`src/rtl/stream_demux.sv`:
```
// stream_demux: 1:2 valid/ready stream router with a one-entry output register per channel.
// Define STREAM_DEMUX_COUNT_EN to add the delivered-word counters a_count/b_count.
module stream_demux #(
  parameter int WIDTH = 8
) (
  input  logic             clk,
  input  logic             rst_n,
  input  logic             in_valid,
  output logic             in_ready,
  input  logic             in_sel,
  input  logic [WIDTH-1:0] in_data,
  output logic             a_valid,
  input  logic             a_ready,
  output logic [WIDTH-1:0] a_data,
  output logic             b_valid,
  input  logic             b_ready,
  output logic [WIDTH-1:0] b_data
`ifdef STREAM_DEMUX_COUNT_EN
  ,
  output logic [15:0]      a_count,
  output logic [15:0]      b_count
`endif
);
  logic a_free, b_free, in_fire, a_load, b_load;
  assign a_free   = !a_valid || a_ready;
  assign b_free   = !b_valid || b_ready;
  assign in_ready = rst_n && (in_sel ? b_free : a_free);
  assign in_fire  = in_valid && in_ready;
  assign a_load   = in_fire && !in_sel;
  assign b_load   = in_fire && in_sel;
  // A load on the same edge as a drain keeps valid high, so there is no bubble.
  always_ff @(posedge clk) begin
    if (!rst_n) begin
      a_valid <= 1'b0;
      b_valid <= 1'b0;
      a_data  <= '0;
      b_data  <= '0;
    end else begin
      a_valid <= a_load || (a_valid && !a_ready);
      b_valid <= b_load || (b_valid && !b_ready);
      if (a_load) a_data <= in_data;
      if (b_load) b_data <= in_data;
    end
  end
`ifdef STREAM_DEMUX_COUNT_EN
  always_ff @(posedge clk) begin
    if (!rst_n) begin
      a_count <= '0;
      b_count <= '0;
    end else begin
      if (a_valid && a_ready) a_count <= a_count + 16'd1;
      if (b_valid && b_ready) b_count <= b_count + 16'd1;
    end
  end
`endif
endmodule

```
`config.mk`:
```
export PLATFORM = sky130hd
export DESIGN_NAME = stream_demux
export DESIGN_NICKNAME = d
export VERILOG_FILES = /design/src/rtl/stream_demux.sv
export SDC_FILE = /design/constraint.sdc
export NUM_CORES = 1
export LEC_CHECK = 0
export BUFFER_PORTS_ARGS = -buffer_cell sky130_fd_sc_hd__buf_2
export CORE_MARGIN = 8
export CORE_UTILIZATION = 45
export CTS_CLUSTER_SIZE = 14
export DETAILED_ROUTE_END_ITERATION = 16
export GPL_TIMING_DRIVEN = 1
export PLACE_DENSITY = 0.86
export SKIP_LAST_GASP = 1
export SLEW_MARGIN = 10
export SYNTH_ARGS = -nofsm -noshare
export SYNTH_HDL_FRONTEND = slang
export SYNTH_SLANG_ARGS = --single-unit
```
`constraint.sdc`:
```
create_clock -name clk -period 1.15 [get_ports clk]
set_input_delay 0.23 -clock clk [delete_from_list [all_inputs] [get_ports clk]]
set_output_delay 0.23 -clock clk [all_outputs]
set_load 0.05 [all_outputs]
```
==> flow_metrics.py <==
metrics = {
    "die": {
        "die_x_um": 57.02,
        "pin_count": 33,
        "fp-row-count": 15,
        "fp.dieArea_um2": 3251,
        "start_util_pct": 45.83,
        "core_area_um2": 1652,
        "die_h_um": 57.02,
    },
    "critical_path": {
        "setup.worst_path.end_class": "output port",
        "reg2reg_depth": 6,
        "path_cells": "nor2b_4, or2_4, a21boi_4, buf_6",
        "worst-path-max-fanout": 2,
        "worstSetupPathType": "reg -> out",
        "cp_slowest_cell": "dfxtp_4",
        "arrival_ns": 1.29,
        "crit_buf_inv": 1,
        "crit_cells": 4,
        "start_kind": "register",
        "required_ns": 0.92,
        "critical_path.top_delay_family": "flip-flops",
        "critical-path-max-stage-delay_ns": 0.35,
    },
    "cts": {
        "hold_buffers": 0,
        "cts.sinks": 18,
        "cts_buffers": 3,
        "root_buffer": "clkbuf_4",
        "htree_levels": 1,
        "clock_path_buffers": 2,
        "cts_tree": "built",
        "clkTransAtPathRegs_ns": 0.11,
        "clk_latency_ns": 0.30,
    },
    "drt": {
        "wirelength_um": 1917,
        "vias": 691,
        "viasPerCell": 4.936,
        "drt_drc_violations_left": 0,
        "wl_per_cell_um": 13.69,
        "first_pass_iters": 5,
        "antenna_left": 0,
        "drtIter0Drc": 16,
    },
    "pwr": {
        "ir_drop_mv": 0.7497,
        "leakagePower_nw": 0.5277,
        "power_mw": 1.392,
        "p_per_area_nw_per_um2": 1265,
    },
    "run_status": {
        "status": "complete, but fails checks",
        "violations": "setup timing",
    },
    "final_layout": {
        "regArea_um2": 367.9,
        "final_common_cell": "nand2_1",
        "diodes": 0,
        "layout-drive-gt1-share_pct": 49.59,
        "final_cell_mix": "nand2_1 (19), dfxtp_1 (16), buf_2 (16)",
        "fillers": 143,
        "nets": 138,
        "multi_input_area_um2": 362.8,
        "syn2layout_area_growth_pct": 45.46,
    },
    "timing": {
        "worstMarginPinSlew_ns": 0.2500,
        "maxSlewViolCount": 0,
        "clock-skew-final_ns": 0.003357,
        "period_minus_slack_ns": 1.517,
        "fin_tns_setup_ns": -1.590,
        "fmax_mhz": 659.4,
        "max-slew-margin-rel_pct": 83.45,
        "final.period_utilization_pct": 131.9,
        "worst_slack_ns": -0.3666,
        "setup_viol": 10,
        "rsz0062_at_grt": "yes",
        "hold_violations": 0,
    },
    "grt": {
        "grt_pass1_wl_um": 3160,
        "grt_max_degree": 19,
        "grt-ovfl-total": 0,
        "grt_pass1_vias": 703,
        "grt_usage_pct": 11.84,
        "antenna_found_initial": 0,
    },
    "run": {
        "cap_viol_max_count": 0,
    },
    "synthesis": {
        "yosysWarnings": 0,
        "synthesis.area_um2": 757.0,
        "ys_seq_area_share_pct": 47.60,
        "synth_area_per_cell_um2": 9.012,
        "ys_ff_latch": 18,
        "synth_cells": 84,
        "syn-num-nets": 98,
        "ys_types": 18,
    },
    "placed_design": {
        "routabilityCongestion": 0.7164,
        "port_buffers": 32,
        "dp_hpwl_um": 1435,
    },
    "min_path": {
        "min_path_cells": 3,
        "hold_path.class": "in -> reg",
    },
}
-- synth_stat cells (all sizes together) --
master  count  area (um^2)
nand2      19        71.32
nand3       8        40.04
mux2i       8        80.08
nand2b      1        6.260
nor2b       1        6.260
buf         5        40.04
o21a        1        7.510
and2        1        8.760
nor3        1        5.000
clkbuf      1        3.750
or2         1        6.260
o21ai       8        70.07
inv         8        30.03
and3        1        6.260
a21boi      2        15.01
dfxtp      18        360.4
-- flip-flops by register name (all words and copies together), names as in the netlist --
name,count
b_data,8
a_data,8
b_valid,1
a_valid,1
-- where the power goes --
part           switching [mW]  total, mW  internal, mW
Clock                   0.202      0.395         0.193
Sequential             0.0170      0.671         0.654
Combinational           0.213      0.326         0.113
-- worst register-to-register path, stage by stage, from the launching register on --
cell and delay [ns]:
dfxtp_4 0.35, nor2b_4 0.12, buf_4 0.12, buf_6 0.11, nor3_4 0.20, buf_6 0.16, mux2i_1 0.18
-- final cells by class --
class	instances	area share, %
timing repair buffer	41	25.68
tap	17	1.932
clock buffer	4	3.295
inverter	8	2.727
multi-input combinational	52	32.95
sequential	18	33.41
-- repair_timing --
action,CTS,global route
pin swaps,1,1
gates resized for setup,9,14
setup buffers,1,1
hold endpoints to repair,0,0
endpoints found under the setup margin,12,23
-- logic make-up after synthesis --
logic type	Yosys count	synth area share [%]
DFF	18	47.60
AOI/OAI and AO/OA	11	12.23
buffers and inverters	14	9.752
and+or+nand+nor	33	19.84
muxes	8	10.58
-- routing by layer --
layer  wire length (um)  up-vias  track usage, %  share of wire [%]
met3                157        2           5.543                8.2
met4                  9        0           5.034               0.47
met5                  0        -               0                  0
met1                837      317           12.73                 44
met2                912       25           19.38                 48
li1                   -      347               -                  -
-- stage by stage --
step	cells	cell area, um^2	util [%]	hold slack (ns)	setup slack (ns)
CTS	140	1071	64.85	0.1624	-0.3825
detailed placement	135	996.0	60.30	0.4452	-0.1265
floorplan	84	803.3	-	0.3656	-0.1714
global placement	135	996.0	60.30	0.4389	-0.1099
global route	140	1101	66.67	0.1717	-0.4078
finish	140	1101	66.67	0.1637	-0.3666
-- path summary, 6_finish.rpt --
kind | slack (ns) | from | end
worst max-delay path | -0.37 | a_valid | in_ready
worst min-delay path | 0.16 | in_data[7] | b_data[7]
worst max register to register | -0.16 | a_valid | a_data[6]
worst min register to register | 0.46 | a_data[0] | a_data[0]
No activity file was read; power rests on OpenSTA's default activity.
